--- src/rtl/rca_wb_sequencer.sv ---
// Serialises multi-result RCA writebacks onto one register-file write port,
// buffering whole bursts in a small FIFO and committing each burst in order.
module rca_wb_sequencer #(
    parameter int unsigned NUM_WRITE_PORTS = 5,
    parameter int unsigned XLEN            = 32,
    parameter int unsigned ID_W            = 3,
    parameter int unsigned REG_ADDR_W      = 5,
    parameter int unsigned FIFO_DEPTH      = 2
) (
    input  logic                                  clk,
    input  logic                                  rst,
    input  logic                                  wb_done,
    input  logic [ID_W-1:0]                       wb_id,
    input  logic [NUM_WRITE_PORTS*XLEN-1:0]       wb_rd,
    input  logic [NUM_WRITE_PORTS*REG_ADDR_W-1:0] wb_dest_addrs,
    input  logic [NUM_WRITE_PORTS-1:0]            wb_dest_en,
    output logic                                  unit_ready,
    output logic                                  rf_we,
    output logic [REG_ADDR_W-1:0]                 rf_waddr,
    output logic [XLEN-1:0]                       rf_wdata,
    output logic [ID_W-1:0]                       rf_wid,
    input  logic                                  rf_stall,
    output logic                                  commit_valid,
    output logic [ID_W-1:0]                       commit_id,
    output logic                                  overflow_err
);

    localparam int unsigned PTR_W = (FIFO_DEPTH > 1) ? $clog2(FIFO_DEPTH) : 1;
    localparam int unsigned CNT_W = $clog2(FIFO_DEPTH + 1);
    localparam int unsigned IDX_W = (NUM_WRITE_PORTS > 1) ? $clog2(NUM_WRITE_PORTS) : 1;

    typedef enum logic [1:0] {
        IDLE   = 2'd0,
        DRAIN  = 2'd1,
        COMMIT = 2'd2
    } state_t;

    // Burst storage
    logic [ID_W-1:0]                       fifo_id    [FIFO_DEPTH];
    logic [NUM_WRITE_PORTS*XLEN-1:0]       fifo_rd    [FIFO_DEPTH];
    logic [NUM_WRITE_PORTS*REG_ADDR_W-1:0] fifo_addrs [FIFO_DEPTH];
    logic [NUM_WRITE_PORTS-1:0]            fifo_en    [FIFO_DEPTH];

    logic [PTR_W-1:0] wr_ptr;
    logic [PTR_W-1:0] rd_ptr;
    logic [CNT_W-1:0] count;

    state_t                     state;
    logic [NUM_WRITE_PORTS-1:0] mask;

    logic                                  full;
    logic                                  push;
    logic                                  pop;
    logic [ID_W-1:0]                       head_id;
    logic [NUM_WRITE_PORTS*XLEN-1:0]       head_rd;
    logic [NUM_WRITE_PORTS*REG_ADDR_W-1:0] head_addrs;
    logic [NUM_WRITE_PORTS-1:0]            head_en;
    logic [NUM_WRITE_PORTS-1:0]            head_mask;
    logic [NUM_WRITE_PORTS-1:0]            mask_cleared;
    logic [IDX_W-1:0]                      load_idx;
    logic [IDX_W-1:0]                      next_idx;
    logic [REG_ADDR_W-1:0]                 load_addr;
    logic [XLEN-1:0]                       load_data;
    logic [REG_ADDR_W-1:0]                 next_addr;
    logic [XLEN-1:0]                       next_data;

    // Index of the lowest set bit (0 when none set)
    function automatic logic [IDX_W-1:0] lowest_idx(input logic [NUM_WRITE_PORTS-1:0] m);
        lowest_idx = '0;
        for (int i = int'(NUM_WRITE_PORTS) - 1; i >= 0; i--) begin
            if (m[i]) lowest_idx = IDX_W'(i);
        end
    endfunction

    assign full       = (count == CNT_W'(FIFO_DEPTH));
    assign unit_ready = !full;
    assign push       = wb_done && !full;
    assign pop        = (state == COMMIT);

    assign head_id    = fifo_id[rd_ptr];
    assign head_rd    = fifo_rd[rd_ptr];
    assign head_addrs = fifo_addrs[rd_ptr];
    assign head_en    = fifo_en[rd_ptr];

    // Writes to x0 are dropped up front so they cost no drain cycle
    always_comb begin
        head_mask = '0;
        for (int i = 0; i < int'(NUM_WRITE_PORTS); i++) begin
            head_mask[i] = head_en[i] && (head_addrs[i*REG_ADDR_W +: REG_ADDR_W] != '0);
        end
    end

    assign mask_cleared = mask & (mask - NUM_WRITE_PORTS'(1));
    assign load_idx     = lowest_idx(head_mask);
    assign next_idx     = lowest_idx(mask_cleared);

    // Select address/data for the first write of a burst and for the write after the current one
    always_comb begin
        load_addr = '0;
        load_data = '0;
        next_addr = '0;
        next_data = '0;
        for (int i = 0; i < int'(NUM_WRITE_PORTS); i++) begin
            if (IDX_W'(i) == load_idx) begin
                load_addr = head_addrs[i*REG_ADDR_W +: REG_ADDR_W];
                load_data = head_rd[i*XLEN +: XLEN];
            end
            if (IDX_W'(i) == next_idx) begin
                next_addr = head_addrs[i*REG_ADDR_W +: REG_ADDR_W];
                next_data = head_rd[i*XLEN +: XLEN];
            end
        end
    end

    // Payload capture; contents need no reset since count gates every read
    always_ff @(posedge clk) begin
        if (push) begin
            fifo_id[wr_ptr]    <= wb_id;
            fifo_rd[wr_ptr]    <= wb_rd;
            fifo_addrs[wr_ptr] <= wb_dest_addrs;
            fifo_en[wr_ptr]    <= wb_dest_en;
        end
    end

    // FIFO pointers, occupancy and sticky overflow flag
    always_ff @(posedge clk or negedge rst) begin
        if (!rst) begin
            wr_ptr       <= '0;
            rd_ptr       <= '0;
            count        <= '0;
            overflow_err <= 1'b0;
        end else begin
            if (push) wr_ptr <= wr_ptr + PTR_W'(1);
            if (pop)  rd_ptr <= rd_ptr + PTR_W'(1);
            if (push && !pop)      count <= count + CNT_W'(1);
            else if (!push && pop) count <= count - CNT_W'(1);
            if (wb_done && full) overflow_err <= 1'b1;
        end
    end

    // Drain sequencer with registered write-port and commit outputs
    always_ff @(posedge clk or negedge rst) begin
        if (!rst) begin
            state        <= IDLE;
            mask         <= '0;
            rf_we        <= 1'b0;
            rf_waddr     <= '0;
            rf_wdata     <= '0;
            rf_wid       <= '0;
            commit_valid <= 1'b0;
            commit_id    <= '0;
        end else begin
            commit_valid <= 1'b0;
            case (state)
                IDLE: begin
                    if (count != '0) begin
                        state <= DRAIN;
                        mask  <= head_mask;
                        rf_we <= |head_mask;
                        if (|head_mask) begin
                            rf_waddr <= load_addr;
                            rf_wdata <= load_data;
                            rf_wid   <= head_id;
                        end else begin
                            rf_waddr <= '0;
                            rf_wdata <= '0;
                            rf_wid   <= '0;
                        end
                    end
                end
                DRAIN: begin
                    if (mask == '0) begin
                        state        <= COMMIT;
                        commit_valid <= 1'b1;
                        commit_id    <= head_id;
                    end else if (!rf_stall) begin
                        mask <= mask_cleared;
                        if (mask_cleared == '0) begin
                            state        <= COMMIT;
                            commit_valid <= 1'b1;
                            commit_id    <= head_id;
                            rf_we        <= 1'b0;
                            rf_waddr     <= '0;
                            rf_wdata     <= '0;
                            rf_wid       <= '0;
                        end else begin
                            rf_waddr <= next_addr;
                            rf_wdata <= next_data;
                        end
                    end
                end
                COMMIT: begin
                    state <= IDLE;
                end
                default: begin
                    state <= IDLE;
                end
            endcase
        end
    end

endmodule
--- config.mk ---
export PLATFORM = sky130hd
export DESIGN_NAME = rca_wb_sequencer
export DESIGN_NICKNAME = d
export VERILOG_FILES = /design/src/rtl/rca_wb_sequencer.sv
export SDC_FILE = /design/constraint.sdc
export NUM_CORES = 1
export LEC_CHECK = 0
export CAP_MARGIN = 20
export CORE_MARGIN = 10
export CORE_UTILIZATION = 25
export CTS_BUF_LIST = sky130_fd_sc_hd__clkbuf_4
export DETAILED_ROUTE_END_ITERATION = 10
export PLACE_DENSITY = 0.5
export RECOVER_POWER = 25
export SETUP_SLACK_MARGIN = 0.4
export SYNTH_ARGS = -nofsm -noshare
export SYNTH_HDL_FRONTEND = slang
export SYNTH_SLANG_ARGS = --single-unit
--- constraint.sdc ---
create_clock -name clk -period 15 [get_ports clk]
set_input_delay 2.25 -clock clk [delete_from_list [all_inputs] [get_ports clk]]
set_output_delay 2.25 -clock clk [all_outputs]
set_load 0.02 [all_outputs]
==> run metrics <==
outcome=complete, but fails checks; failing checks=max-capacitance violations, max-slew violations; Final period util=0.3742; multiplexer share of the synthesized area=0.1100; I/O Buffers=243; DIE AREA=0.08577 sq mm; Synth top area share=0.6227; Slew @ Worst Pin=1653 ps; largest net degree at the start of global routing=73; reg2reg path depth=9; fin. max-slew vios=32; sequential share of the synthesized area=0.6993; Area growth syn-to-layout=27.53%; Total GRT Usage=0.1360; Startpoint Class=flip-flop; syn avg cell area=15.21 sq um; Switching Power=1.929 mW; Vert. Die Dim=292.9 microns; Levels on crit path=9; ys async rst share=0.1287; clk sink count=443; Worst Path Max Fanout=62; Setup Buffers After CTS=0; yosys warns=0; CTS Buffer Depth=3; commonest non-fill, non-tap cell in the layout=edfxtp_1; final setup violation count=0; Compound-Gate Fraction of Synth Area=0.1090; RSZ-0062 raised after global routing=no; Crit. End Element=flip-flop; Post-Place Cells=2,364; CTS tree=built; Synth cell types=61; largest family of logic cells by synthesized area=multiplexers; power share of the combinational group=0.403; cts hold-fix bufs=0; CP peak stage delay=1450 ps; Crit path top cell by count=buf_4; CP Buf/Inv Count=2; Peak VDD IR=0.09561 mV; FF+latch count, synth=443; final count of hold timing violations=0; Initial Util=0.2538; Worst Setup Path Type=flip-flop to flip-flop; Critical Path AT=6300 ps; Syn Std Cell Area=0.01861 sq mm; CTS clock-pin slew for the worst setup and hold paths=70 ps; die width=292.9 microns; fin crit period=5613 ps; root buf cell=clkbuf_4; via count=12,490; Synth area leader=edfxtp_1; XOR/XNOR Fraction of Synth Area=0.003764; syn nets=1,422; Site Rows=99; setup_tns=0 ps; Core Area=0.07333 sq mm; Pint=2.982 mW; first-pass GRT wire length=86,610 microns; Num CTS Buffers=119; most frequent cells in the layout=edfxtp_1, clkbuf_4, dlygate4sd3_1, clkdlybuf4s50_1, mux2i_1; TritonRoute pass-1 iters=5; sequential fraction of design power=0.377; vias in the first global route=13,330; Clk pwr share=0.220; Crit path required time=15,690 ps; max frequency=178.2 MHz; RePlAce Congestion=0.7743; Worst-Skew Late Latency=860 ps; I/O pin cnt=244; DRC viols=0; Avg WL per Cell=23.11 microns; Synth Area in Simple Gates=0.05391; Top FF cell, synth=edfxtp_1; Final nets=1,725; Detailed Route WL=59,920 microns; initial antenna violation count=12; DP HPWL=37,260 microns; Cell Pwr Density=206.9 mW/mm^2; Syn Inst Count=1,224; skew final=55.44 ps; grt ovf=0; Max-slew headroom=-0.1018; switching fraction of total power=0.3928; Post-Synth Adder-Cell Area=0.001210; CP Cell Sequence=buf_4, mux2_2, nor4_4, a21oi_4, buf_4, or4_2, o21ai_1, nor3_1, or3_1; Post-synth EDFFs=386; layout cell share with drive strength beyond 1=0.2055; Area contributors post-synth=edfxtp_1, dfrtp_1, mux2i_1, mux2_2, o221ai_1; Leakage=8.223 nW; vias per inst=4.818; Hold Path Class=flip-flop to flip-flop; total of max-cap violations=1; DRT antenna net count=0; H-tree depth=3; cell depth of the worst hold path=1; Max stage delay cell, worst path=dfrtp_1; Finished Layout Cells=2,593; CTS resizes=0; Crit path max-delay family=simple AND/OR/NAND/NOR gates; Initial DRC Count=1,039
==> power groups by stage <==
stage                     logic (mW)  clock network [mW]  registers [mW]
after global placement          1.95                   0            1.88
after floorplan                 1.20                   0            1.94
after global routing            2.12                1.20            1.88
after CTS                       1.98                1.13            1.86
final                           1.98                1.08            1.85
after detailed placement        1.98                   0            1.88
==> kinds of logic (layout without fill, tap and decap cells) <==
kind of cell / count (synthesis) / count (layout)
adders and majority gates: 2 / 2
buffers and inverters: 96 / 502
xor gates and xnor gates: 8 / 8
AOI/OAI and AO/OA: 274 / 274
and+or+nand+nor: 207 / 207
muxes: 194 / 194
DFF: 443 / 443
other: 0 / 4
==> final timing paths <==
path	slack (ps)	start	end
setup / recovery	9390	rd_ptr$_DFFE_PN0P_	rf_wdata[10]$_DFFE_PN0P_
min in group asynchronous	1560	rst	rf_wid[2]$_DFFE_PN0P_
hold / removal	480	overflow_err$_DFFE_PN0P_	overflow_err$_DFFE_PN0P_
max in group asynchronous	12750	rst	rf_wdata[14]$_DFFE_PN0P_
hold reg to reg	480	overflow_err$_DFFE_PN0P_	overflow_err$_DFFE_PN0P_
setup reg to reg	9390	rd_ptr$_DFFE_PN0P_	rf_wdata[10]$_DFFE_PN0P_
==> routing by layer <==
layer / vias to the layer above / routed length [microns] / track usage / share of wire
met3: 101 / 4571 / 0.03813 / 0.076
met4: 8 / 1541 / 0.05973 / 0.026
met5: - / 45 / 0 / 0.00075
li1: 5614 / - / - / -
met1: 6198 / 24460 / 0.1632 / 0.41
met2: 571 / 29310 / 0.2251 / 0.49
==> metrics by stage <==
stage / setup WS (ps) / power (mW) / cell area (sq um) / util / hold WS [ps]
floorplan: 3901 / 3.135 / 18610 / - / 460.4
global placement: 9825 / 3.826 / 22130 / 0.3018 / 458.4
detailed placement: 9786 / 3.857 / 22130 / 0.3018 / 472.1
CTS: 9858 / 4.970 / 23700 / 0.3232 / 489.3
global route: 9069 / 5.210 / 23730 / 0.3236 / 500.8
finish: 9387 / 4.911 / 23740 / 0.3237 / 482.8
==> cell usage after synthesis (all sizes together) (2+ instances only) <==
cell type,n
nor2,29
buf,46
xor2,5
o221ai,32
o32ai,26
o311ai,3
a22oi,25
a21oi,41
or3,7
o22ai,20
o2111ai,25
xnor2,3
inv,13
nor4,9
o21a,2
a41oi,2
nand4,7
nand2,64
nand3,53
o211ai,5
nand2b,6
mux2,78
a2111oi,5
a22o,8
a211oi,8
o21ai,58
mux2i,116
nor3,15
or2,3
and3,2
a21o,3
dfrtp,57
clkbuf,37
and2,4
a31oi,3
or4,6
edfxtp,386
==> registers in the layout, summed over array words and instances, names as in the netlist <==
signal and cells:
fifo_rd 320, fifo_addrs 50, rf_wdata 32, fifo_en 10, fifo_id 6, mask 5, rf_waddr 5, commit_id 3
rf_wid 3, count 2, state 2, commit_valid 1, overflow_err 1, rd_ptr 1, rf_we 1, wr_ptr 1
==> layout make-up <==
cell class	count	area, sq um
antenna	4	10.01
clock buffer	193	1449
tap	959	1200
clock inverter	31	127.6
timing repair buffer	265	2615
sequential	443	13020
inverter	13	48.80
fill	7245	49590
multi-input combinational	685	5270
Power figures use the tool's default switching activity.
==> RTL change (same flow settings) <==
The parameter `NUM_WRITE_PORTS` goes from 5 to 10.
--- a/src/rtl/rca_wb_sequencer.sv
+++ b/src/rtl/rca_wb_sequencer.sv
@@ -3,3 +3,3 @@
 module rca_wb_sequencer #(
-    parameter int unsigned NUM_WRITE_PORTS = 5,
+    parameter int unsigned NUM_WRITE_PORTS = 10,
     parameter int unsigned XLEN            = 32,
Interface: changed (resized wb_dest_addrs, wb_dest_en and wb_rd); port bits go from 244 to 434. The function was not compared with the original's and may differ.
==> RTL change against the original RTL <==
- clock skew increased by 48 ps
- worst setup slack got worse by 180 ps
- total power increased by 110%
- synthesized area increased by 100%
- non-clock buffer count increased by 234
- routed wire length increased to 2.5 times the old value
- first-iteration DRC count increased to 2.7 times the old value
- sequential share of layout area decreased by 2.8 points
- critical path depth unchanged
- sequential cell count increased by 385
- cell area increased by 99%
- count of clock-buffer cells in the layout increased by 142
- largest power group unchanged
==> RTL change: results (changes against the original RTL) <==
Parameter                              Value

Worst setup path
  Largest fanout of any net on the critical path    50 (was 62)
  Endpoint of the worst setup timing path    rf_wdata[17] (was rf_wdata[10])
  Worst reg-to-reg path cell count    9 (unchanged)
  R2r setup slk    9210 ps (was 9390 ps)
  Crit path max-delay cell type    a2111oi_0 (was dfrtp_1)
  Signal arrival time at the worst endpoint    6900 ps (was 6300 ps)
  Peak per-stage delay on the critical path    950 ps (was 1450 ps)

Synthesis
  Most common library cells after synthesis    edfxtp_1 (766), mux2i_1 (291), nor2_1 (145), a21oi_1 (133), o21ai_0 (109) (was edfxtp_1 (386), mux2i_1 (116), mux2_2 (76), nand2_1 (63), dfrtp_1 (57))
  Total nets after synthesis    2902 (was 1422)
  Number of unique standard cell types used by synthesis    95 (was 61)
  Number of warnings issued by yosys    0 (unchanged)
  Async SR Flop Fraction    7.488% (was 12.87%)
  Post-synthesis cell count    2514 (was 1224)
  EDFF count, synth    766 (was 386)
  Seq/Total Area, Yosys    65.40% (was 69.93%)
  Cell types occupying the most area after synthesis    edfxtp_1 (61%), mux2i_1 (7.8%), mux4_2 (4.6%) (was edfxtp_1 (62%), dfrtp_1 (7.7%), mux2i_1 (6.2%))

Clocking
  Clk Latency, worst-skew pair    1260 ps (was 860 ps)
  Clock Tree Buf Depth    3 (unchanged)
  Number of buffers created by CTS    225 (was 119)
  Post-cts resize count    0 (unchanged)
  H-Tree Level Count    4 (was 3)
  Clock root buffer    clkbuf_4 (unchanged)

GRT
  Number of antenna violations at the first check in global routing    77 (was 12)
  Global-route wire length before repair    207200 microns (was 86610 microns)
  Overall fraction of global-route tracks in use    17.37% (was 13.60%)
  Pin count of the biggest net entering global routing    137 (was 73)

Cells and area
  Layout cells sized above 1    19.58% (was 20.55%)
  Nets    3463 (was 1725)
  Largest registers    fifo_rd (640), fifo_addrs (100), rf_wdata (32) (was fifo_rd (320), fifo_addrs (50), rf_wdata (32))

Place
  Hpwl dp    108800 microns (was 37260 microns)
  Instance count after placement with tap cells included    4862 (was 2364)
  Port Buf Inserts    433 (was 243)
  Area after detailed placement    44200 sq um (was 22130 sq um)
  Gp weighted congestion    0.8856 (was 0.7743)
  Pre-CTS setup slack    8439 ps (was 9786 ps)

STA
  Post-layout min period    5793 ps (was 5613 ps)
  Final hold slack    481.2 ps (was 482.8 ps)
  Largest clock skew in the final design    103.8 ps (was 55.44 ps)
  Worst Max-Slew Pin Slew    1183 ps (was 1653 ps)

Power and ir drop
  LEAKAGE    16.07 nW (was 8.223 nW)
  Peak supply drop    0.1366 mV (was 0.09561 mV)

Hold path
  Hold crit path type    reg -> reg (unchanged)

Run status
  Run status    completed (was complete, but fails checks)

Route
  Vias per std cell    5.068 (was 4.818)
  Average detailed-routed wire length per instance    28.38 microns (was 23.11 microns)
  Vias    26828 (was 12492)
  Wire length on met3    14360 microns (was 4571 microns)
  Wire length on met2    71740 microns (was 29310 microns)
  1st-iter DRT viols    2776 (was 1039)
  Met1 wire length    59210 microns (was 24460 microns)
## RTL change: cell count changes in the layout (fill, tap and decap cells not counted), sizes merged, moves of 91 or more
cell / change
a21oi: +92
clkdlybuf4s50: +99
clkbuf: +143
nor2: +120
edfxtp: +380
mux2i: +175
dlygate4sd3: +91
## RTL change: worst max-delay path, delay by kind of cell, from the launching register on
family / cells / cell delay (ps)
flip-flops: 1 / 820
AO/OA/AOI/OAI: 3 / 1410
buffers and inverters: 4 / 2940
multiplexers: 1 / 220
AND/OR/NAND/NOR: 1 / 170
## RTL change: power breakdown
group	internal [mW]	leakage, nW	total, mW	switching (mW)
Combinational	1.73	6.43	5.01	3.28
Clock	1.04	1.76	2.06	1.02
Sequential	3.18	7.88	3.46	0.280
## RTL change: routing by layer
metal,vias up,track usage (%)
met4,46,5.840
met3,325,5.950
li1,11583,-
met2,1298,28.56
met5,-,0
met1,13576,21.22
## RTL change: how the worst min path moves through the flow
stage	start	end	cells past startpoint
final	rf_we	rf_we	2
after global routing	overflow_err	overflow_err	1
after CTS	rf_we	rf_we	2
after detailed placement	rf_we	rf_we	2
after global placement	overflow_err	overflow_err	1
after floorplan	wr_ptr	wr_ptr	1
## RTL change: kinds of logic after synthesis
group           after synthesis  synth area share, %
compound gates              653                12.35
xor+xnor                      5               0.1167
fa+ha+maj                     5               0.1400
buf+inv                     178                2.209
flops                       828                65.40
mux                         435                14.37
simple gates                410                5.415
## RTL change: final cells by class
| class | count | area, sq um |
|---|---|---|
| Fill cell | 15108 | 102400 |
| Sequential cell | 828 | 24560 |
| Multi-Input combinational cell | 1508 | 12250 |
| Timing Repair Buffer | 499 | 4838 |
| Tap cell | 2016 | 2522 |
| Clock buffer | 335 | 2515 |
| Clock inverter | 81 | 436.7 |
| Inverter | 13 | 48.80 |
| Antenna cell | 14 | 35.03 |
